===== config.mk =====
export PLATFORM = sky130hd
export DESIGN_NAME = mc_ctrl
export DESIGN_NICKNAME = d
export VERILOG_FILES = /design/src/rtl/mc_ctrl_pkg.sv /design/src/rtl/mc_ctrl_dec.sv /design/src/rtl/mc_ctrl.sv
export SDC_FILE = /design/constraint.sdc
export NUM_CORES = 1
export LEC_CHECK = 0
export CAP_MARGIN = 10
export CORE_ASPECT_RATIO = 0.75
export CORE_UTILIZATION = 42
export DETAILED_ROUTE_END_ITERATION = 6
export PLACE_DENSITY = 0.85
export RECOVER_POWER = 100
export SYNTH_ARGS = -nofsm -noshare
export SYNTH_HDL_FRONTEND = slang
export SYNTH_SLANG_ARGS = --single-unit
export TNS_END_PERCENT = 5

===== constraint.sdc =====
create_clock -name clk -period 4.4 [get_ports clk]
set_input_delay 0.88 -clock clk [delete_from_list [all_inputs] [get_ports clk]]
set_output_delay 0.88 -clock clk [all_outputs]
set_load 0.005 [all_outputs]

===== src/rtl/mc_ctrl_pkg.sv =====
// Shared encodings for the multi-cycle controller.
// Opcodes, functs, state codes and datapath select codes.
package mc_ctrl_pkg;

  localparam logic [5:0] OP_RTYPE = 6'h00;
  localparam logic [5:0] OP_ORI   = 6'h0d;
  localparam logic [5:0] OP_LW    = 6'h23;
  localparam logic [5:0] OP_SW    = 6'h2b;
  localparam logic [5:0] OP_BEQ   = 6'h04;
  localparam logic [5:0] OP_LUI   = 6'h0f;
  localparam logic [5:0] OP_J     = 6'h02;
  localparam logic [5:0] OP_JAL   = 6'h03;

  localparam logic [5:0] FN_ADDU  = 6'h21;
  localparam logic [5:0] FN_SUBU  = 6'h23;
  localparam logic [5:0] FN_JR    = 6'h08;

  localparam logic [1:0] IFU_SEL_NORM       = 2'd0;
  localparam logic [1:0] IFU_SEL_RELATIVE   = 2'd1;
  localparam logic [1:0] IFU_SEL_IRRELATIVE = 2'd2;
  localparam logic [1:0] IFU_SEL_REGISTER   = 2'd3;

  localparam logic [2:0] ALU_ADD  = 3'd0;
  localparam logic [2:0] ALU_SUB  = 3'd1;
  localparam logic [2:0] ALU_OR   = 3'd2;
  localparam logic [2:0] ALU_PASS = 3'd3;

  localparam logic [1:0] EXT_ZERO = 2'd0;
  localparam logic [1:0] EXT_SIGN = 2'd1;
  localparam logic [1:0] EXT_HI   = 2'd2;

  localparam logic [1:0] RD_RT    = 2'd0;
  localparam logic [1:0] RD_RD    = 2'd1;
  localparam logic [1:0] RD_RA    = 2'd2;

  localparam logic [1:0] WD_ALU   = 2'd0;
  localparam logic [1:0] WD_MEM   = 2'd1;
  localparam logic [1:0] WD_PC    = 2'd2;

  typedef enum logic [2:0] {
    S_FETCH  = 3'd0,
    S_DECODE = 3'd1,
    S_EXEC   = 3'd2,
    S_MEM    = 3'd3,
    S_WB     = 3'd4
  } state_t;

  typedef struct packed {
    logic addu;
    logic subu;
    logic ori;
    logic lw;
    logic sw;
    logic beq;
    logic lui;
    logic j;
    logic jal;
    logic jr;
  } cls_t;

endpackage


===== src/rtl/mc_ctrl_dec.sv =====
// Instruction decoder: opcode/funct -> one-hot class.
// Anything outside the supported subset flags illegal.
module mc_ctrl_dec
  import mc_ctrl_pkg::*;
(
  input  logic [5:0] op,
  input  logic [5:0] funct,
  output cls_t       cls,
  output logic       illegal
);

  // one-hot class from opcode, funct only for R-type
  always_comb begin
    cls = '0;
    case (op)
      OP_RTYPE: begin
        case (funct)
          FN_ADDU: cls.addu = 1'b1;
          FN_SUBU: cls.subu = 1'b1;
          FN_JR:   cls.jr   = 1'b1;
          default: ;
        endcase
      end
      OP_ORI:  cls.ori = 1'b1;
      OP_LW:   cls.lw  = 1'b1;
      OP_SW:   cls.sw  = 1'b1;
      OP_BEQ:  cls.beq = 1'b1;
      OP_LUI:  cls.lui = 1'b1;
      OP_J:    cls.j   = 1'b1;
      OP_JAL:  cls.jal = 1'b1;
      default: ;
    endcase
  end

  assign illegal = ~|cls;

endmodule


===== src/rtl/mc_ctrl.sv =====
// Multi-cycle main controller: IR latch + FETCH/DECODE/EXEC/MEM/WB.
// Optional perf counters when MC_CTRL_PERF_EN is defined.
module mc_ctrl
  import mc_ctrl_pkg::*;
#(
  parameter int INST_W = 32,
  parameter int CNT_W  = 32
) (
  input  logic              clk,
  input  logic              reset,
  input  logic [INST_W-1:0] inst,
  input  logic              zero,
  output logic [INST_W-1:0] ir,
  output logic              pc_we,
  output logic [1:0]        npc_sel,
  output logic              reg_we,
  output logic [1:0]        reg_dst,
  output logic [1:0]        wd_sel,
  output logic [1:0]        ext_op,
  output logic              alu_src_b,
  output logic [2:0]        alu_op,
  output logic              mem_we,
  output logic              illegal
`ifdef MC_CTRL_PERF_EN
  ,
  output logic [CNT_W-1:0]  cycle_cnt,
  output logic [CNT_W-1:0]  inst_cnt
`endif
);

  state_t state;
  state_t nxt;
  cls_t   cls;
  logic   bad;

  mc_ctrl_dec u_dec (
    .op      (ir[31:26]),
    .funct   (ir[5:0]),
    .cls     (cls),
    .illegal (bad)
  );

  // next-state selection; unused codes fall back to FETCH
  always_comb begin
    nxt = S_FETCH;
    case (state)
      S_FETCH:  nxt = S_DECODE;
      S_DECODE: begin
        if (cls.j || cls.jal || cls.jr || bad)
          nxt = S_FETCH;
        else
          nxt = S_EXEC;
      end
      S_EXEC: begin
        if (cls.lw || cls.sw)
          nxt = S_MEM;
        else if (cls.addu || cls.subu ||
                 cls.ori  || cls.lui)
          nxt = S_WB;
        else
          nxt = S_FETCH;
      end
      S_MEM:    nxt = cls.lw ? S_WB : S_FETCH;
      S_WB:     nxt = S_FETCH;
      default:  nxt = S_FETCH;
    endcase
  end

  // state register and IR latch (IR only loads in FETCH)
  always_ff @(posedge clk) begin
    if (reset) begin
      state <= S_FETCH;
      ir    <= '0;
    end else begin
      state <= nxt;
      if (state == S_FETCH)
        ir <= inst;
    end
  end

  // datapath selects depend only on the IR so they hold EXEC..WB
  always_comb begin
    reg_dst   = RD_RT;
    wd_sel    = WD_ALU;
    ext_op    = EXT_ZERO;
    alu_src_b = 1'b0;
    alu_op    = ALU_ADD;
    unique case (1'b1)
      cls.addu: reg_dst = RD_RD;
      cls.subu: begin
        reg_dst = RD_RD;
        alu_op  = ALU_SUB;
      end
      cls.ori: begin
        alu_src_b = 1'b1;
        alu_op    = ALU_OR;
      end
      cls.lui: begin
        ext_op    = EXT_HI;
        alu_src_b = 1'b1;
        alu_op    = ALU_PASS;
      end
      cls.lw: begin
        wd_sel    = WD_MEM;
        ext_op    = EXT_SIGN;
        alu_src_b = 1'b1;
      end
      cls.sw: begin
        ext_op    = EXT_SIGN;
        alu_src_b = 1'b1;
      end
      cls.beq: alu_op = ALU_SUB;
      cls.jal: begin
        reg_dst = RD_RA;
        wd_sel  = WD_PC;
      end
      default: ;
    endcase
  end

  // enables from state + class; all forced low while reset is high
  always_comb begin
    pc_we   = 1'b0;
    npc_sel = IFU_SEL_NORM;
    reg_we  = 1'b0;
    mem_we  = 1'b0;
    illegal = 1'b0;
    case (state)
      S_FETCH: pc_we = 1'b1;
      S_DECODE: begin
        if (cls.j) begin
          pc_we   = 1'b1;
          npc_sel = IFU_SEL_IRRELATIVE;
        end else if (cls.jal) begin
          pc_we   = 1'b1;
          npc_sel = IFU_SEL_IRRELATIVE;
          reg_we  = 1'b1;
        end else if (cls.jr) begin
          pc_we   = 1'b1;
          npc_sel = IFU_SEL_REGISTER;
        end else if (bad) begin
          illegal = 1'b1;
        end
      end
      S_EXEC: begin
        if (cls.beq) begin
          pc_we   = zero;
          npc_sel = IFU_SEL_RELATIVE;
        end
      end
      S_MEM:   mem_we = cls.sw;
      S_WB:    reg_we = 1'b1;
      default: ;
    endcase
    if (reset) begin
      pc_we   = 1'b0;
      reg_we  = 1'b0;
      mem_we  = 1'b0;
      illegal = 1'b0;
    end
  end

`ifdef MC_CTRL_PERF_EN
  logic retire;

  assign retire = (state != S_FETCH) && (nxt == S_FETCH) &&
                  !((state == S_DECODE) && bad);

  // free-running cycle count and retired-instruction count
  always_ff @(posedge clk) begin
    if (reset) begin
      cycle_cnt <= '0;
      inst_cnt  <= '0;
    end else begin
      cycle_cnt <= cycle_cnt + CNT_W'(1);
      if (retire)
        inst_cnt <= inst_cnt + CNT_W'(1);
    end
  end
`endif

endmodule


==> flow_summary.yaml, run 1 <==
sta:
  maxSlewHeadroom_pct: 30.5
  slew_viol_final: 0
  report.final.hold_viol_count: 0
  fin_crit_sh_pct: 79.9
  fmax_ghz: 0.284
  skew_ps: 3.56
  worst_slew_pin_slew_ps: 1040
  setup_viol: 0
  period_minus_slack_ps: 3520
  rsz0062_at_grt: "no"
  tns_ps: 0
die:
  fp.dieH_um: 54.7
  ios: 83
  die_w_um: 72.2
  std_cell_rows: 18
  initial_utilization_pct: 45.7
  die_area_sq_mm: 0.00395
  core-area_sq_mm: 0.00340
synth:
  ys.flop_type: "dfxtp_1"
  ys_ff_latch: 35
  synth_top_area_share_pct: 45.1
  seq_area_frac_synth_pct: 45.1
  yosysMostFrequentCell: "nand2_1"
  yosys.area.top_type: "dfxtp_1"
  yosys_warnings: 0
  yosys-top-cells-count: "66 x nand2_1, 35 x a21oi_1, 35 x dfxtp_1"
  synth_area_leaders: "dfxtp_1 45%, nand2_1 16%, a21oi_1 11%"
  netlist_area_sq_mm: 0.00155
  synth_fp_nets: 235
  synth_edf_count: 0
  synth_cells: 200
  avgSynthCellArea_sq_um: 7.77
  async_flop_share_pct: 0
  yosysUniqueCellTypes: 38
power:
  p_sw_share_pct: 26.2
  pwr-share-comb_pct: 19.5
  max-vdd-ir-drop_mv: 0.268
  total_power_w: 0.000717
  p_sw_w: 0.000188
  p_int_w: 0.000529
  powerDensity_mw_per_mm2: 295
  p_seq_share_pct: 49.7
  clkPwrFrac_pct: 30.8
  p_leak_nw: 1.08
clocking:
  postCtsHoldBufs: 0
  cts_setup_buffers: 0
  cts_made_buffers: 5
  cts.sinks: 35
  clock_latency_ps: 280
  path_clk_slew_ps: 70
  ctsLongestPathBuffers: 2
  cts_resized: 0
  cts-root-buf: "clkbuf_8"
  cts_tree: "yes"
  cts_htree_levels: 2
min_path:
  hold_start: "ir[9]$_SDFFE_PP0P_"
  min_path_type: "register to register"
place:
  globalplace.congestion: 0.791
  port-buffer-count: 81
  dpl_cell_area_sq_mm: 0.00236
  hpwl_um: 2920
drt:
  route.detailed.wl_per_inst_um: 12.6
  vias_per_cell: 4.93
  first_iter_violations: 94
  dr.pass1.iters: 4
  vias: 1612
  final_antenna_net_count: 0
  remaining_drc_errors: 0
  routed_wirelength_um: 4140
finish:
  layout-drive-gt1-share_pct: 5.78
  area_growth_pct: 56.7
  n_antenna_cell: 0
  finish.instance_area_sq_mm: 0.00243
  final_nets: 311
setup_path:
  worstReg2RegStart: "state[0]$_SDFF_PP0_"
  arrival_ps: 2640
  worstSetupPathType: "register to primary output"
  cp-startpoint: "ir[29]$_SDFFE_PP0P_"
  worstPathRequired_ps: 3520
  r2r_setup_slack_ps: 2580
  cp-end-kind: "primary output"
  cp-start-kind: "register"
  worstPathMaxFanout: 7
outcome:
  status: "finished, final reports clean"
run:
  max_cap_violations: 0
grt:
  antenna_found_initial: 0
  grt_pass1_vias: 1395
  grt_start_max_net_pins: 37
  grt_remaining_overflow: 0
  grt_first_pass_wirelength_um: 6370
  track_usage_pct: 21.4
layout make-up:
type                            instances  area [sq um]
Clock inverter                          1          5.00
Inverter                                5          18.8
Tap cell                               50          62.6
Timing Repair Buffer                   83           826
Fill cell                             285           966
Multi-Input combinational cell        146           746
Sequential cell                        35           701
Clock buffer                            7          76.3
through the flow:
step | std cells | util [%] | worst slack (ps) | hold slack [ps]
after floorplan | 200 | - | 2100 | 450
after global placement | 319 | 69.5 | 1210 | 442
after detailed placement | 319 | 69.5 | 1190 | 448
after CTS | 327 | 71.9 | 1180 | 456
after global routing | 327 | 71.6 | 780 | 474
final | 327 | 71.6 | 883 | 448
routing by layer:
metal | vias to the layer above | global-route usage, % | share of wire (%) | routed length [um]
met5 | - | 0 | 0 | 0
met4 | 0 | 6.54 | 0.89 | 37
met2 | 59 | 32.1 | 44 | 1820
li1 | 823 | - | - | -
met3 | 5 | 10.1 | 9.3 | 386
met1 | 725 | 27.4 | 46 | 1890
power by group through the flow:
| stage | registers (W) | logic, W | clock network [W] |
|---|---|---|---|
| after global routing | 0.000360 | 0.000154 | 0.000241 |
| after global placement | 0.000365 | 0.000149 | 0 |
| final | 0.000357 | 0.000140 | 0.000221 |
| after CTS | 0.000358 | 0.000151 | 0.000223 |
| after floorplan | 0.000362 | 0.0000660 | 0 |
| after detailed placement | 0.000366 | 0.000150 | 0 |
critical path, cell delays in order (launching register included):
cell and delay [ps]:
dfxtp_1 380, nor3_1 510, nand3b_4 180, or4b_4 520, a211oi_2 180, dlygate4sd3_1 580
kinds of logic after synthesis:
logic type / after synthesis / synth area share, %
other cells: 1 / 0.241
simple gates: 99 / 30.8
buf+inv: 19 / 6.60
flops: 35 / 45.1
compound gates: 46 / 17.2
placed cells by master, fill, tap and decap left out, types with 3 or more instances in the layout:
| cell | synthesis | layout |
|---|---|---|
| nand2_1 | 66 | 66 |
| clkdlybuf4s50_1 | 0 | 36 |
| a21oi_1 | 35 | 35 |
| clkbuf_8 | 2 | 5 |
| nand3_1 | 3 | 3 |
| nor3_1 | 2 | 3 |
| inv_1 | 5 | 5 |
| nand4_1 | 4 | 4 |
| dfxtp_1 | 35 | 35 |
| dlygate4sd3_1 | 0 | 45 |
| nor2_1 | 7 | 7 |
worst paths after layout:
kind | end | depth (start not counted)
worst max-delay path | reg_we | 5
worst min-delay path | ir[9]$_SDFFE_PP0P_ | 2
worst max register to register | ir[17]$_SDFFE_PP0P_ | 3
worst min register to register | ir[9]$_SDFFE_PP0P_ | 2
sequential cells by signal, summed over array words and instances, names as in the netlist:
register	cells
state	3
ir	32
(Power assumes the default switching activity.)
==> run 2, diff against run 1 <==
- CORE_UTILIZATION: 42 -> 35
- PLACE_DENSITY: 0.85 -> 0.76
- clock period: 4.4 -> 3.1 ns (I/O delays scaled with it)
==> flow_summary.yaml, run 2 (synthesized netlist as in run 1, its figures left out) <==
sta:
  skew_ps: 2.53
  report.final.hold_viol_count: 0
  maxSlewHeadroom_pct: 29.8
  fmax_ghz: 0.340
  rsz0062_at_grt: "no"
  fin_crit_sh_pct: 94.9
  worst_slew_pin_slew_ps: 1050
  setup_ws_ps: 159
  tns_ps: 0
  slew_viol_final: 0
  period_minus_slack_ps: 2940
  setup_viol: 0
drt:
  vias_per_cell: 4.86
  vias: 1618
  first_iter_violations: 66
  route.detailed.wl_per_inst_um: 12.9
  routed_wirelength_um: 4300
  final_antenna_net_count: 0
  dr.pass1.iters: 4
  remaining_drc_errors: 0
setup_path:
  r2r_setup_slack_ps: 1280
  worstSetupPathType: "register to primary output"
  worstPathMaxFanout: 7
  cp.depth: 5
  cp-start-kind: "register"
  r2r_cells: 3
  crit_chain: "nor3_4, nand3b_4, or4b_1, a211oi_2, clkdlybuf4s50_1"
  cp_slowest_cell: "clkdlybuf4s50_1"
  worstReg2RegStart: "state[0]$_SDFF_PP0_"
  arrival_ps: 2320
  critPathCapture: "reg_we"
  cp-startpoint: "ir[29]$_SDFFE_PP0P_"
  worstPathRequired_ps: 2480
  max_stage_delay_ps: 520
  reg2reg_to: "ir[31]$_SDFFE_PP0P_"
  cp-end-kind: "primary output"
  crit_family: "simple AND/OR/NAND/NOR gates"
  worstPathBufferInverterCount: 1
place:
  globalplace.congestion: 0.839
  post-place-cells: 325
  pre_cts_ws_ps: 379
  port-buffer-count: 81
  hpwl_um: 3080
finish:
  multi_input_area_sq_um: 753
  layout_commonest_cell: "nand2_1"
  n_antenna_cell: 0
  largest_reg_flops: 32
  final_cell_count_no_fill: 333
  area_growth_pct: 58.1
  fillers: 408
  largest-register: "ir"
  final_nets: 312
  layout-drive-gt1-share_pct: 6.12
  seq_area_sq_um: 701
  layout_common_cells: "66 x nand2_1, 43 x dlygate4sd3_1, 38 x clkdlybuf4s50_1"
  reg.largest.list: "ir x32, state x3"
clocking:
  cts_tree: "yes"
  cts_made_buffers: 5
  postCtsHoldBufs: 0
  clock_latency_ps: 280
  cts_resized: 0
  ctsLongestPathBuffers: 2
  path_clk_slew_ps: 70
  cts.sinks: 35
  cts_setup_buffers: 0
  cts-root-buf: "clkbuf_8"
  cts_htree_levels: 2
grt:
  grt_pass1_vias: 1434
  grt_first_pass_wirelength_um: 6800
  grt_remaining_overflow: 0
  grt_util_met1_pct: 23.7
  top_usage_layer: "met2"
  gr-usage-met3_pct: 6.41
  track_usage_pct: 19.6
  grt_start_max_net_pins: 33
  use_met2_pct: 31.2
  antenna_found_initial: 0
die:
  ios: 83
  core-area_sq_mm: 0.00415
  die_w_um: 78.9
  fp.dieH_um: 59.7
  std_cell_rows: 20
  initial_utilization_pct: 37.4
  die_area_sq_mm: 0.00471
power:
  total_power_w: 0.00102
  powerDensity_mw_per_mm2: 416
  p_leak_nw: 1.08
  max-vdd-ir-drop_mv: 0.233
outcome:
  status: "finished, final reports clean"
run:
  max_cap_violations: 0
min_path:
  min_path_type: "register to register"
[run 2: changes by cell type in the layout (fill, tap and decap cells not counted)]
cell             change
nor3_1               -1
or4b_4               -1
clkdlybuf4s50_1      +2
and2_0               -1
buf_4                +1
nor3_4               +1
dlygate4sd3_1        -2
and2_1               +1
or4b_1               +1
[run 2: cell type report]
class,count,area share (%)
repair buffers,84,33.9
clock inverters,1,0.204
inverters,5,0.764
well taps,55,2.80
flip-flops and latches,35,28.5
clock buffers,7,3.11
multi-input cells,146,30.7
[run 2: where the power goes]
group / switching, W / internal [W]
clock: 0.000154 / 0.000157
combinational: 0.0000856 / 0.000116
sequential: 0.0000272 / 0.000481
[run 2: worst min-delay path by stage]
stage               cells after the start  slack [ps]             endpoint                 from
floorplan                               2         450   ir[8]$_SDFFE_PP0P_   ir[8]$_SDFFE_PP0P_
global placement                        2         440  ir[14]$_SDFFE_PP0P_  ir[14]$_SDFFE_PP0P_
detailed placement                      2         450  ir[24]$_SDFFE_PP0P_  ir[24]$_SDFFE_PP0P_
CTS                                     2         460  ir[24]$_SDFFE_PP0P_  ir[24]$_SDFFE_PP0P_
global route                            2         480  ir[14]$_SDFFE_PP0P_  ir[14]$_SDFFE_PP0P_
finish                                  2         450  ir[10]$_SDFFE_PP0P_  ir[10]$_SDFFE_PP0P_
[run 2: layer usage]
metal / wire length (um) / part of all wire [%] / vias to the layer above
li1: - / - / 824
met1: 1840 / 43 / 709
met2: 1960 / 46 / 77
met3: 395 / 9.2 / 8
met4: 109 / 2.5 / 0
met5: 0 / 0 / -
[run 2: metrics by stage]
stage	utilization [%]	cell area [sq um]	hold slack, ps
2_1_floorplan	-	1550	450
3_3_place_gp	57.3	2380	441
3_5_place_dp	57.3	2380	447
4_1_cts	59.2	2460	456
5_1_grt	59.1	2460	476
6_report	59.1	2460	450
[run 2: tightest hold or removal path, delay by kind of cell (launching register included)]
kind | cells | cell delay (ps)
and+or+nand+nor | 1 | 50
DFF | 1 | 310
AOI/OAI and AO/OA | 1 | 50
==> run 3, diff against run 2 <==
- GPL_ROUTABILITY_DRIVEN: not set -> 0
- PLACE_DENSITY: 0.76 -> 0.75
- SYNTH_HIERARCHICAL: not set -> 1
==> flow_summary.yaml, run 3 <==
outcome:
  status: "finished, final reports clean"
clocking:
  cts_tree: "yes"
  cts_made_buffers: 5
  cts-root-buf: "clkbuf_8"
  ctsLongestPathBuffers: 2
  cts.sinks: 35
  cts_htree_levels: 2
  path_clk_slew_ps: 70
  postCtsHoldBufs: 0
  clock_latency_ps: 270
drt:
  remaining_drc_errors: 0
  vias: 1681
  first_iter_violations: 55
  route.detailed.wl_per_inst_um: 12.2
  final_antenna_net_count: 0
  dr.pass1.iters: 4
  vias_per_cell: 4.74
  routed_wirelength_um: 4330
setup_path:
  cp-start-kind: "register"
  cp.depth: 7
  worstPathMaxFanout: 4
  r2r_cells: 4
  max_stage_delay_ps: 580
  worstReg2RegStart: "state[0]$_SDFF_PP0_"
  reg2reg_to: "ir[30]$_SDFFE_PP0N_"
  worstPathBufferInverterCount: 2
  cp-startpoint: "ir[30]$_SDFFE_PP0N_"
  arrival_ps: 2430
  cpMostUsedCell: "nor3_1"
  worstPathRequired_ps: 2480
  r2r_setup_slack_ps: 930
  cp-end-kind: "primary output"
  crit_family: "simple AND/OR/NAND/NOR gates"
  cp_slowest_cell: "or4_4"
  worstSetupPathType: "register to primary output"
  crit_chain: "or4_4, nor3_4, and3_4, buf_4, nor3_1, nor3_1, clkdlybuf4s50_1"
finish:
  largest-register: "ir"
  layout_common_cells: "71 x nand2_1, 53 x clkdlybuf4s50_1, 35 x a21oi_1, 35 x dfxtp_1, 26 x dlygate4sd3_1"
  layout-drive-gt1-share_pct: 9.00
  multi_input_area_sq_um: 847
  layout_commonest_cell: "nand2_1"
  reg.largest.list: "ir x32, state x3"
  seq_area_sq_um: 701
  n_antenna_cell: 0
  final_nets: 334
  area_growth_pct: 63.3
  final_cell_count_no_fill: 355
  largest_reg_flops: 32
  fillers: 381
power:
  pwr-share-comb_pct: 20.9
  p_sw_share_pct: 24.8
  p_leak_nw: 1.09
  p_sw_w: 0.000290
  max-vdd-ir-drop_mv: 0.241
  clkPwrFrac_pct: 35.5
  p_seq_share_pct: 43.7
  p_int_w: 0.000882
  powerDensity_mw_per_mm2: 447
sta:
  slew_viol_final: 0
  report.final.hold_viol_count: 0
  setup_viol: 0
  rsz0062_at_grt: "yes"
  fmax_ghz: 0.328
  fin_crit_sh_pct: 98.4
  maxSlewHeadroom_pct: 10.1
  hold_slack_ps: 452
  period_minus_slack_ps: 3050
  worst_slew_pin_slew_ps: 1350
  skew_ps: 4.07
grt:
  grt_start_max_net_pins: 34
  grt_pass1_vias: 1448
  antenna_found_initial: 0
  use_met2_pct: 27.8
  grt_remaining_overflow: 0
  top_usage_layer: "met2"
  grt_first_pass_wirelength_um: 6600
  gr-usage-met3_pct: 7.07
  grt_util_met1_pct: 23.4
  track_usage_pct: 18.2
die:
  std_cell_rows: 20
  die_w_um: 80.3
  initial_utilization_pct: 38.0
  die_area_sq_mm: 0.00487
  core-area_sq_mm: 0.00423
  ios: 83
  fp.dieH_um: 60.7
synth:
  yosys_warnings: 6
  async_flop_share_pct: 0
  seq_area_frac_synth_pct: 43.6
  ys.flop_type: "dfxtp_1"
  yosys-top-cells-count: "71 x nand2_1, 35 x a21oi_1, 35 x dfxtp_1"
  synth_cells: 220
  yosysUniqueCellTypes: 34
  yosysMostFrequentCell: "nand2_1"
  synth_fp_nets: 255
  synth_area_leaders: "dfxtp_1 44%, nand2_1 17%, a21oi_1 11%"
  synth_top_area_share_pct: 43.6
  netlist_area_sq_mm: 0.00161
  avgSynthCellArea_sq_um: 7.31
  yosys.area.top_type: "dfxtp_1"
  ys_ff_latch: 35
  synth_edf_count: 0
run:
  max_cap_violations: 0
min_path:
  hold_depth: 2
  hold_start: "ir[17]$_SDFFE_PP0N_"
  min_path_type: "register to register"
  hold_path_end: "ir[17]$_SDFFE_PP0N_"
place:
  post-place-cells: 346
  hpwl_um: 3080
  port-buffer-count: 81
[run 3: logic make-up (layout without fill, tap and decap cells)]
group / Yosys count / in the layout / synth area share, %
AND/OR/NAND/NOR: 119 / 119 / 35.4
AO/OA/AOI/OAI: 44 / 44 / 14.9
other: 1 / 1 / 0.233
flip-flops: 35 / 35 / 43.6
buffers and inverters: 21 / 101 / 5.91
[run 3: worst min-delay path, cell delays in order, from the launching register on]
cell     delay (ps)
dfxtp_1         310
nand2_1          50
a21oi_1          50
[run 3: final cells by class]
type	instances	area share, %
Sequential cell	35	26.7
Clock buffer	6	3.15
Inverter	2	0.286
Clock inverter	2	1.33
Multi-Input combinational cell	164	32.3
Timing Repair Buffer	91	33.7
Tap cell	55	2.62
[run 3: routing by layer]
metal | share of wire [%] | routed length [um]
met4 | 1.2 | 52
met3 | 7.7 | 334
met2 | 44 | 1880
met5 | 0 | 0
met1 | 48 | 2060
[run 3: repair_timing]
action                                  4_1_cts  5_1_grt
endpoints found under the setup margin        1        4
pin swaps                                     0        3
buffers inserted                              1        0
resized for setup                             2        6
[run 3: worst max path at each step]
stage	end	slack (ps)
finish	npc_sel[1]	50
global route	npc_sel[1]	-60
CTS	pc_we	10
detailed placement	npc_sel[0]	120
global placement	npc_sel[0]	160
floorplan	npc_sel[0]	630
[run 3: per-stage QoR]
| stage | utilization, % | setup slack, ps | area, sq um | total power (W) | TNS [ps] |
|---|---|---|---|---|---|
| 3_5_place_dp | 58.5 | 116 | 2470 | 0.000773 | 0 |
| 6_report | 62.1 | 50.5 | 2630 | 0.00117 | 0 |
| 2_1_floorplan | - | 635 | 1610 | 0.000629 | 0 |
| 5_1_grt | 62.1 | -59.8 | 2630 | 0.00123 | -82.8 |
| 4_1_cts | 61.5 | 13.8 | 2600 | 0.00119 | 0 |
| 3_3_place_gp | 58.5 | 161 | 2470 | 0.000770 | 0 |
[run 3: power by group through the flow]
stage | Sequential, W | Combinational (W) | Clock (W)
finish | 0.000512 | 0.000245 | 0.000416
global route | 0.000516 | 0.000271 | 0.000447
CTS | 0.000512 | 0.000253 | 0.000425
detailed placement | 0.000522 | 0.000251 | 0
global placement | 0.000520 | 0.000250 | 0
floorplan | 0.000521 | 0.000108 | 0
